==> src/rtl/csr_regfile_pkg.sv <==
// Shared CSR address map, mstatus bit positions and mcause codes for the
// machine-mode register file and the interrupt controller.
package csr_regfile_pkg;

    localparam logic [11:0] CSR_MSTATUS   = 12'h300;
    localparam logic [11:0] CSR_MISA      = 12'h301;
    localparam logic [11:0] CSR_MIE       = 12'h304;
    localparam logic [11:0] CSR_MTVEC     = 12'h305;
    localparam logic [11:0] CSR_MSCRATCH  = 12'h340;
    localparam logic [11:0] CSR_MEPC      = 12'h341;
    localparam logic [11:0] CSR_MCAUSE    = 12'h342;
    localparam logic [11:0] CSR_MIP       = 12'h344;
    localparam logic [11:0] CSR_MCYCLE    = 12'hB00;
    localparam logic [11:0] CSR_MINSTRET  = 12'hB02;
    localparam logic [11:0] CSR_MCYCLEH   = 12'hB80;
    localparam logic [11:0] CSR_MINSTRETH = 12'hB82;
    localparam logic [11:0] CSR_MHARTID   = 12'hF14;

    localparam int MSTATUS_MIE_BIT  = 3;
    localparam int MSTATUS_MPIE_BIT = 7;

    localparam logic [31:0] MIE_WMASK = 32'h0000_0888;

    localparam logic [31:0] MCAUSE_ECALL_M      = 32'h0000_000B;
    localparam logic [31:0] MCAUSE_TIMER_IRQ    = 32'h8000_0007;
    localparam logic [31:0] MCAUSE_EXTERNAL_IRQ = 32'h8000_000B;

    // MPP is hardwired to machine mode; only MIE/MPIE carry state.
    function automatic logic [31:0] mstatus_pack(input logic mie, input logic mpie);
        logic [31:0] v;
        v = 32'h0000_1800;
        v[MSTATUS_MIE_BIT]  = mie;
        v[MSTATUS_MPIE_BIT] = mpie;
        return v;
    endfunction

endpackage

==> src/rtl/csr_regfile_if.sv <==
// CSR access bus between the requesters (ex stage, clint) and the register file.
interface csr_regfile_if;

    logic        ex_we;
    logic [11:0] ex_waddr;
    logic [31:0] ex_wdata;
    logic [11:0] ex_raddr;
    logic [31:0] ex_rdata;
    logic        clint_we;
    logic [11:0] clint_waddr;
    logic [31:0] clint_wdata;
    logic [31:0] csr_mtvec;
    logic [31:0] csr_mepc;
    logic [31:0] csr_mstatus;
    logic        global_interrupt_enable;
    logic        irq_pending;

    modport master (
        output ex_we, ex_waddr, ex_wdata, ex_raddr,
        output clint_we, clint_waddr, clint_wdata,
        input  ex_rdata, csr_mtvec, csr_mepc, csr_mstatus,
        input  global_interrupt_enable, irq_pending
    );

    modport slave (
        input  ex_we, ex_waddr, ex_wdata, ex_raddr,
        input  clint_we, clint_waddr, clint_wdata,
        output ex_rdata, csr_mtvec, csr_mepc, csr_mstatus,
        output global_interrupt_enable, irq_pending
    );

endinterface

==> src/rtl/csr_regfile_counter64.sv <==
// 64-bit free-running counter with per-half write; a write to either half
// suppresses that cycle's increment for the whole counter.
module csr_counter64 (
    input  logic        clk,
    input  logic        rst_n,
    input  logic        inc,
    input  logic        we_lo,
    input  logic        we_hi,
    input  logic [31:0] wdata,
    output logic [63:0] value
);

    logic [63:0] value_q;
    logic [63:0] value_d;

    always_comb begin
        value_d = value_q;
        if (we_lo) begin
            value_d = {value_q[63:32], wdata};
        end else if (we_hi) begin
            value_d = {wdata, value_q[31:0]};
        end else if (inc) begin
            value_d = value_q + 64'd1;
        end
    end

    always_ff @(posedge clk or negedge rst_n) begin
        if (!rst_n) begin
            value_q <= '0;
        end else begin
            value_q <= value_d;
        end
    end

    assign value = value_q;

endmodule

==> src/rtl/csr_regfile.sv <==
// Machine-mode CSR register file: ex/clint write ports, combinational read
// port, mcycle/minstret counters and interrupt-pending view for clint.
module csr_regfile
    import csr_regfile_pkg::*;
#(
    parameter logic [31:0] HART_ID     = 32'h0,
    parameter logic [31:0] MISA_VALUE  = 32'h4000_0100,
    parameter logic [31:0] MTVEC_RESET = 32'h0
) (
    input  logic         clk,
    input  logic         rst_n,
    input  logic         instret,
    input  logic         irq_timer,
    input  logic         irq_external,
    csr_regfile_if.slave bus
);

    logic        wr_en;
    logic [11:0] wr_addr;
    logic [31:0] wr_data;

    logic        mst_mie_q, mst_mie_d;
    logic        mst_mpie_q, mst_mpie_d;
    logic [31:0] mie_q, mie_d;
    logic [31:0] mtvec_q, mtvec_d;
    logic [31:0] mscratch_q, mscratch_d;
    logic [31:0] mepc_q, mepc_d;
    logic [31:0] mcause_q, mcause_d;
    logic [63:0] mcycle;
    logic [63:0] minstret;
    logic [31:0] mstatus;
    logic [31:0] mip;

    // clint owns the write port whenever it drives; the ex write is dropped.
    assign wr_en   = bus.clint_we | bus.ex_we;
    assign wr_addr = bus.clint_we ? bus.clint_waddr : bus.ex_waddr;
    assign wr_data = bus.clint_we ? bus.clint_wdata : bus.ex_wdata;

    always_comb begin
        mst_mie_d  = mst_mie_q;
        mst_mpie_d = mst_mpie_q;
        mie_d      = mie_q;
        mtvec_d    = mtvec_q;
        mscratch_d = mscratch_q;
        mepc_d     = mepc_q;
        mcause_d   = mcause_q;
        if (wr_en) begin
            case (wr_addr)
                CSR_MSTATUS: begin
                    mst_mie_d  = wr_data[MSTATUS_MIE_BIT];
                    mst_mpie_d = wr_data[MSTATUS_MPIE_BIT];
                end
                CSR_MIE:      mie_d      = wr_data & MIE_WMASK;
                CSR_MTVEC:    mtvec_d    = {wr_data[31:2], 2'b00};
                CSR_MSCRATCH: mscratch_d = wr_data;
                CSR_MEPC:     mepc_d     = {wr_data[31:2], 2'b00};
                CSR_MCAUSE:   mcause_d   = wr_data;
                default: ;
            endcase
        end
    end

    always_ff @(posedge clk or negedge rst_n) begin
        if (!rst_n) begin
            mst_mie_q  <= 1'b0;
            mst_mpie_q <= 1'b0;
            mie_q      <= '0;
            mtvec_q    <= {MTVEC_RESET[31:2], 2'b00};
            mscratch_q <= '0;
            mepc_q     <= '0;
            mcause_q   <= '0;
        end else begin
            mst_mie_q  <= mst_mie_d;
            mst_mpie_q <= mst_mpie_d;
            mie_q      <= mie_d;
            mtvec_q    <= mtvec_d;
            mscratch_q <= mscratch_d;
            mepc_q     <= mepc_d;
            mcause_q   <= mcause_d;
        end
    end

    csr_counter64 u_mcycle (
        .clk   (clk),
        .rst_n (rst_n),
        .inc   (1'b1),
        .we_lo (wr_en && (wr_addr == CSR_MCYCLE)),
        .we_hi (wr_en && (wr_addr == CSR_MCYCLEH)),
        .wdata (wr_data),
        .value (mcycle)
    );

    csr_counter64 u_minstret (
        .clk   (clk),
        .rst_n (rst_n),
        .inc   (instret),
        .we_lo (wr_en && (wr_addr == CSR_MINSTRET)),
        .we_hi (wr_en && (wr_addr == CSR_MINSTRETH)),
        .wdata (wr_data),
        .value (minstret)
    );

    assign mstatus = mstatus_pack(mst_mie_q, mst_mpie_q);
    assign mip     = {20'b0, irq_external, 3'b0, irq_timer, 7'b0};

    always_comb begin
        bus.ex_rdata = '0;
        case (bus.ex_raddr)
            CSR_MSTATUS:   bus.ex_rdata = mstatus;
            CSR_MISA:      bus.ex_rdata = MISA_VALUE;
            CSR_MIE:       bus.ex_rdata = mie_q;
            CSR_MTVEC:     bus.ex_rdata = mtvec_q;
            CSR_MSCRATCH:  bus.ex_rdata = mscratch_q;
            CSR_MEPC:      bus.ex_rdata = mepc_q;
            CSR_MCAUSE:    bus.ex_rdata = mcause_q;
            CSR_MIP:       bus.ex_rdata = mip;
            CSR_MCYCLE:    bus.ex_rdata = mcycle[31:0];
            CSR_MINSTRET:  bus.ex_rdata = minstret[31:0];
            CSR_MCYCLEH:   bus.ex_rdata = mcycle[63:32];
            CSR_MINSTRETH: bus.ex_rdata = minstret[63:32];
            CSR_MHARTID:   bus.ex_rdata = HART_ID;
            default: ;
        endcase
    end

    assign bus.csr_mtvec               = mtvec_q;
    assign bus.csr_mepc                = mepc_q;
    assign bus.csr_mstatus             = mstatus;
    assign bus.global_interrupt_enable = mst_mie_q;
    assign bus.irq_pending             = mst_mie_q & |(mie_q & mip);

endmodule

==> src/flat_wrapper.sv <==
// flat-port wrapper written by rule: the top's interface ports become plain ports
module csr_regfile_flat import csr_regfile_pkg::*;
#(
    parameter logic [31:0] HART_ID     = 32'h0,
    parameter logic [31:0] MISA_VALUE  = 32'h4000_0100,
    parameter logic [31:0] MTVEC_RESET = 32'h0
)
  (clk, rst_n, instret, irq_timer, irq_external, bus_ex_we, bus_ex_waddr, bus_ex_wdata, bus_ex_raddr, bus_clint_we, bus_clint_waddr, bus_clint_wdata, bus_ex_rdata, bus_csr_mtvec, bus_csr_mepc, bus_csr_mstatus, bus_global_interrupt_enable, bus_irq_pending);
  csr_regfile_if bus_i ();
  input  logic clk;
  input  logic rst_n;
  input  logic instret;
  input  logic irq_timer;
  input  logic irq_external;
  input wire logic [$bits(bus_i.ex_we)-1:0] bus_ex_we;
  input wire logic [$bits(bus_i.ex_waddr)-1:0] bus_ex_waddr;
  input wire logic [$bits(bus_i.ex_wdata)-1:0] bus_ex_wdata;
  input wire logic [$bits(bus_i.ex_raddr)-1:0] bus_ex_raddr;
  input wire logic [$bits(bus_i.clint_we)-1:0] bus_clint_we;
  input wire logic [$bits(bus_i.clint_waddr)-1:0] bus_clint_waddr;
  input wire logic [$bits(bus_i.clint_wdata)-1:0] bus_clint_wdata;
  output wire logic [$bits(bus_i.ex_rdata)-1:0] bus_ex_rdata;
  output wire logic [$bits(bus_i.csr_mtvec)-1:0] bus_csr_mtvec;
  output wire logic [$bits(bus_i.csr_mepc)-1:0] bus_csr_mepc;
  output wire logic [$bits(bus_i.csr_mstatus)-1:0] bus_csr_mstatus;
  output wire logic [$bits(bus_i.global_interrupt_enable)-1:0] bus_global_interrupt_enable;
  output wire logic [$bits(bus_i.irq_pending)-1:0] bus_irq_pending;
  assign bus_i.ex_we = bus_ex_we;
  assign bus_i.ex_waddr = bus_ex_waddr;
  assign bus_i.ex_wdata = bus_ex_wdata;
  assign bus_i.ex_raddr = bus_ex_raddr;
  assign bus_i.clint_we = bus_clint_we;
  assign bus_i.clint_waddr = bus_clint_waddr;
  assign bus_i.clint_wdata = bus_clint_wdata;
  assign bus_ex_rdata = bus_i.ex_rdata;
  assign bus_csr_mtvec = bus_i.csr_mtvec;
  assign bus_csr_mepc = bus_i.csr_mepc;
  assign bus_csr_mstatus = bus_i.csr_mstatus;
  assign bus_global_interrupt_enable = bus_i.global_interrupt_enable;
  assign bus_irq_pending = bus_i.irq_pending;
  csr_regfile #(.HART_ID(HART_ID), .MISA_VALUE(MISA_VALUE), .MTVEC_RESET(MTVEC_RESET)) u_core (.clk(clk), .rst_n(rst_n), .instret(instret), .irq_timer(irq_timer), .irq_external(irq_external), .bus(bus_i));
endmodule
==> config.mk <==
export PLATFORM = sky130hd
export DESIGN_NAME = csr_regfile_flat
export DESIGN_NICKNAME = d
export VERILOG_FILES = /design/src/rtl/csr_regfile_pkg.sv /design/src/rtl/csr_regfile_if.sv /design/src/rtl/csr_regfile_counter64.sv /design/src/rtl/csr_regfile.sv /design/src/flat_wrapper.sv
export SDC_FILE = /design/constraint.sdc
export NUM_CORES = 1
export LEC_CHECK = 0
export BUFFER_PORTS_ARGS = -buffer_cell sky130_fd_sc_hd__buf_2
export CORE_ASPECT_RATIO = 0.6
export CORE_UTILIZATION = 40
export DETAILED_ROUTE_END_ITERATION = 8
export PLACE_DENSITY = 0.7
export SLEW_MARGIN = 20
export SYNTH_ARGS = -nofsm -noshare
export SYNTH_HDL_FRONTEND = slang
export SYNTH_HIERARCHICAL = 1
export SYNTH_SLANG_ARGS = --single-unit
==> constraint.sdc <==
create_clock -name clk -period 4.19 [get_ports clk]
set_input_delay 1.257 -clock clk [delete_from_list [all_inputs] [get_ports clk]]
set_output_delay 1.257 -clock clk [all_outputs]
set_load 0.02 [all_outputs]
After elaboration in Yosys (flattened, before gate mapping). Cells that the tools add are included.

Add/subtract/negate cells: 2. Eq/ne operators: 24. Reduce and logical (&&, ||, !) cells: 15. Muxes and demuxes: 8. Bitwise gates (word level): 4.

Operators with widths (number): $pmux 32 s12 (1); $mux 64 (3); $eq 12x10->1 const B (14); $add 64x1->64 const B (2); $eq 12x12->1 const B (8); $mux 32 (3); $reduce_or 32->1 (1); $reduce_and 2->1 (8); $and 12x12->12 (1); $mux 12 (1); $logic_and 1x1->1 (4); $ne 2x2->1 const B (2); $reduce_bool 2->1 (2); $and 1x1->1 (1); $not 1->1 (1); $or 1x1->1 (1).

Flip-flop bits (word level): 257. Bits of input ports: 107. Word-level logic and storage cells: 64. Output and inout bits: 130.

Depth between registers and ports, before layout.
Depth after elaboration: 5. Depth in mapped cells: 16. Gate-level depth less buffers: 11.

By module. The synthesis kept the hierarchy.

Modules (own cells, without submodules): csr_regfile (sequential area each 3228.1 µm², area an instance 8003.9 µm², instances 1, cells an instance 710); csr_counter64 (u_core.u_minstret) (sequential area each 1601.5 µm², area an instance 4521.8 µm², instances 1, cells an instance 553); csr_counter64 (u_core.u_mcycle) (sequential area each 1601.5 µm², area an instance 3988.8 µm², instances 1, cells an instance 468).

Worst setup path before layout. OpenSTA, ideal clock, no wires.

Path type: input port to output port. From: in bus_ex_raddr[6]. To: out bus_ex_rdata[12]. Arrival: 2885 ps. Stages: 7. Data required time: 2933 ps. Path buffers: 3. Setup slack: 48 ps. Cells stage by stage: clkbuf_1 > nor4_4 > and4b_1 > clkbuf_1 > buf_2 > a21oi_1 > o21ai_1.

Cells in the longest elaborated chain, start to end: 2. Elaborated cells between the ends (all ways): 13. Classes of those cells: eq/ne (12); mux (1).

RTL lines: start, declared (RTL line flat_wrapper.sv:18) `input wire logic [$bits(bus_i.ex_raddr)-1:0] bus_ex_raddr;`; $eq 12x12->1 / $eq 12x10->1 (equally long branches) (RTL line csr_regfile.sv:108) `case (bus.ex_raddr)`; $pmux 32 s12 * (RTL line csr_regfile.sv:108); end, declared (RTL line flat_wrapper.sv:22) `output wire logic [$bits(bus_i.ex_rdata)-1:0] bus_ex_rdata;`.

Every way passes the cells marked *; elsewhere a longest branch is shown, timed or not.

Worst setup path after layout.
From: in bus_ex_raddr[6]. To: out bus_ex_rdata[6].

The elaborated chain is that of the path after synthesis.

==> impl_metrics.sql <==
INSERT INTO impl_metrics (metric_group, metric, value, unit) VALUES
('outcome', 'status', 'finished with violations', ''),
('outcome', 'violations', 'setup timing', ''),
('job', 'max_cap_violations', '0', ''),
('detailed_routing', 'num_vias', '16900', ''),
('cells_and_area', 'syn_to_final_growth', '26.7', '%'),
('clocking', 'clk_latency', '590', 'ps'),
('logic_synthesis', 'synth.cells.most_frequent', 'sky130_fd_sc_hd__dfrtp_1 (257), sky130_fd_sc_hd__nand2_1 (167), sky130_fd_sc_hd__mux2_2 (114)', ''),
('sta', 'rsz_0062_raised_after_global_routing', 'yes', ''),
('grt', 'grtUsageTotal', '0.379', ''),
('logic_synthesis', 'yosys-top-cells-area', 'sky130_fd_sc_hd__dfrtp_1 (39%), sky130_fd_sc_hd__mux2_2 (7.8%), sky130_fd_sc_hd__nand2_1 (3.8%)', ''),
('logic_synthesis', 'post-synth-top-count-cell', 'sky130_fd_sc_hd__dfrtp_1', ''),
('detailed_routing', 'drt-pass1-iter-count', '7', ''),
('logic_synthesis', 'post_synthesis_cell_area', '16500', 'µm²'),
('logic_synthesis', 'synth-async-reset-ratio', '1.00', ''),
('sta', 'fin_crit', '4330', 'ps'),
('worst_setup_path', 'r2r_slack', '1200', 'ps'),
('grt', 'overflow', '0', ''),
('power_and_ir_drop', 'irDropWorstVdd', '0.000276', 'V'),
('floorplan', 'floorplan.core_area', '40600', 'µm²'),
('power_and_ir_drop', 'leak', '9.47', 'nW'),
('sta', 'finalHoldViolCount', '0', ''),
('clocking', 'clock-root-buffer', 'sky130_fd_sc_hd__clkbuf_16', ''),
('placed_design', 'gp_congestion', '1.11', ''),
('cells_and_area', 'postLayoutCoreUtil', '0.515', ''),
('floorplan', 'die_width', '264', 'µm'),
('logic_synthesis', 'syn-instance-count', '1731', ''),
('sta', 'clock.fmax', '231', 'MHz'),
('sta', 'period_utilization_post_route', '1.03', ''),
('detailed_routing', 'wl', '81300', 'µm'),
('logic_synthesis', 'distinct_cells_synth', '95', ''),
('clocking', 'clock_tree.buffer_depth', '3', ''),
('power_and_ir_drop', 'share_seq_of_total_power', '0.434', ''),
('logic_synthesis', 'post_synth.cell_area_avg', '9.54', 'µm²'),
('floorplan', 'ios', '237', ''),
('logic_synthesis', 'synth_seq_area_share', '0.389', ''),
('detailed_routing', 'drt_first_iter_violations', '2540', ''),
('worst_setup_path', 'reg2regPathDepth', '6', ''),
('floorplan', 'initial_core_util', '0.407', ''),
('logic_synthesis', 'post-synth-top-area-fraction', '0.389', ''),
('detailed_routing', 'antenna_violating_nets_left', '0', ''),
('detailed_routing', 'routed_via_density', '6.50', ''),
('logic_synthesis', 'synth-warning-count', '6', ''),
('sta', 'slew_headroom', '0.215', ''),
('worst_setup_path', 'setup.worst_path.start_class', 'primary input', ''),
('worst_hold_path', 'hp-class', 'reg -> reg', ''),
('cells_and_area', 'layout.nets', '2152', ''),
('detailed_routing', 'drc', '0', ''),
('power_and_ir_drop', 'power.density', '306', 'nW/µm²'),
('sta', 'finalClockSkew', '14.0', 'ps'),
('floorplan', 'die_footprint', '42100', 'µm²'),
('grt', 'grt_start_max_net_pins', '81', ''),
('detailed_routing', 'wl_per_cell', '31.3', 'µm'),
('grt', 'grt_antenna_before_repair', '5', ''),
('logic_synthesis', 'synth-seq-cells', '257', ''),
('power_and_ir_drop', 'totalPowerFinal', '6.41', 'mW'),
('logic_synthesis', 'synthFlopType', 'sky130_fd_sc_hd__dfrtp_1', ''),
('cells_and_area', 'post_route_cells_drive_above_1_share', '0.338', ''),
('worst_setup_path', 'endpoint_kind', 'output pin', ''),
('sta', 'timing.final.max_slew_violations', '0', ''),
('worst_setup_path', 'crit_arrival', '3070', 'ps'),
('clocking', 'clkSlewWorstSetupHoldPaths', '60', 'ps'),
('placed_design', 'dp_hpwl', '60800', 'µm'),
('logic_synthesis', 'synth_enable_flop_cells', '0', ''),
('power_and_ir_drop', 'clock_power_share', '0.440', ''),
('grt', 'grt_pass1_wl', '116000', 'µm'),
('sta', 'setup_ws', '-139', 'ps'),
('worst_setup_path', 'cp_data_required_time', '2930', 'ps'),
('floorplan', 'placement_rows', '57', ''),
('sta', 'setup_viol', '9', ''),
('logic_synthesis', 'synth.largest_area_cell', 'sky130_fd_sc_hd__dfrtp_1', ''),
('power_and_ir_drop', 'power_switching_share', '0.299', '');
layer usage:
layer | routed length [µm] | global-route usage
met1 | 36100 | 0.576
met2 | 32100 | 0.518
met3 | 9980 | 0.100
met4 | 3060 | 0.111
met5 | 21 | 0
state kept, by name (all words and copies together), names as in the netlist:
register / cells
u_core/u_mcycle/value: 64
u_core/bus.global_interrupt_enable: 1
u_core/mie_q: 3
u_core/bus.csr_mepc: 30
u_core/mscratch_q: 32
u_core/mst_mpie_q: 1
u_core/mcause_q: 32
u_core/u_minstret/value: 64
u_core/bus.csr_mtvec: 30
metrics by stage:
stage | instance area (µm²) | cells | setup WS [ps]
finish | 20900 | 2600 | -139
detailed placement | 19000 | 2527 | -524
floorplan | 16700 | 1768 | 47.6
CTS | 20700 | 2595 | -58.9
global placement | 19000 | 2527 | -588
global route | 20900 | 2596 | -75.9
final cells by class:
cell class              instances  area (µm²)
clock buffers                  33         739
well taps                     531         664
inverters                      31         116
fillers                      3707       19700
repair buffers                391        2840
clock inverters                19         277
flip-flops and latches        257        6430
diodes                          4        10.0
multi-input cells            1334        9830
cell usage in the layout, fill, tap and decap left out, drive strengths merged, types with 14 or more instances in the layout:
master    n
buf     390
dfrtp   257
mux2    178
nand2   167
nor2    103
o21ai    94
nand4    75
nand3    73
a21oi    54
a22oi    53
nor3     42
and3     41
conb     39
clkbuf   34
nor4     32
mux2i    31
inv      31
xor2     28
and4     28
xnor2    25
a311oi   17
a221oi   17
or3      16
nor2b    15
a31oi    14
kinds of logic after synthesis:
family                   Yosys count  share of synthesized area
XOR/XNOR                          53                     0.0281
adder cells (fa/ha/maj)            2                    0.00152
AO/OA/AOI/OAI                    370                      0.156
flip-flops                       257                      0.389
other                              2                   0.000455
multiplexers                     209                      0.147
AND/OR/NAND/NOR                  661                      0.223
buffers and inverters            177                     0.0549
power groups by stage:
| stage | Combinational, mW | Clock [mW] | Sequential (mW) |
|---|---|---|---|
| final | 0.807 | 2.82 | 2.78 |
| after global routing | 0.850 | 2.93 | 2.79 |
| after CTS | 0.782 | 2.84 | 2.77 |
| after detailed placement | 0.755 | 0 | 2.81 |
| after global placement | 0.744 | 0 | 2.81 |
| after floorplan | 0.395 | 0 | 2.72 |
timing repair:
action                     in CTS  in global routing
setup endpoints to repair      32                 30
pin swaps                      15                 18
buffers inserted               18                  4
gates resized for setup       125                 54
worst max-delay path by stage:
stage | startpoint | endpoint | slack, ps | cells after the start
2_1_floorplan | bus_ex_raddr[6] | bus_ex_rdata[12] | 50 | 7
3_3_place_gp | bus_ex_raddr[9] | bus_ex_rdata[0] | -590 | 8
3_5_place_dp | bus_ex_raddr[9] | bus_ex_rdata[0] | -520 | 8
4_1_cts | bus_ex_raddr[10] | bus_ex_rdata[4] | -60 | 10
5_1_grt | bus_ex_raddr[7] | bus_ex_rdata[6] | -80 | 9
6_report | bus_ex_raddr[6] | bus_ex_rdata[6] | -140 | 9
worst max-delay path, stage by stage:
cell                       delay, ps
sky130_fd_sc_hd__buf_4           160
sky130_fd_sc_hd__nor4b_4          60
sky130_fd_sc_hd__buf_4           150
sky130_fd_sc_hd__and3_4          230
sky130_fd_sc_hd__buf_6           120
sky130_fd_sc_hd__a222oi_1        630
sky130_fd_sc_hd__buf_4           240
sky130_fd_sc_hd__nand2_4          60
sky130_fd_sc_hd__buf_6           140
(Power assumes the default switching activity.)
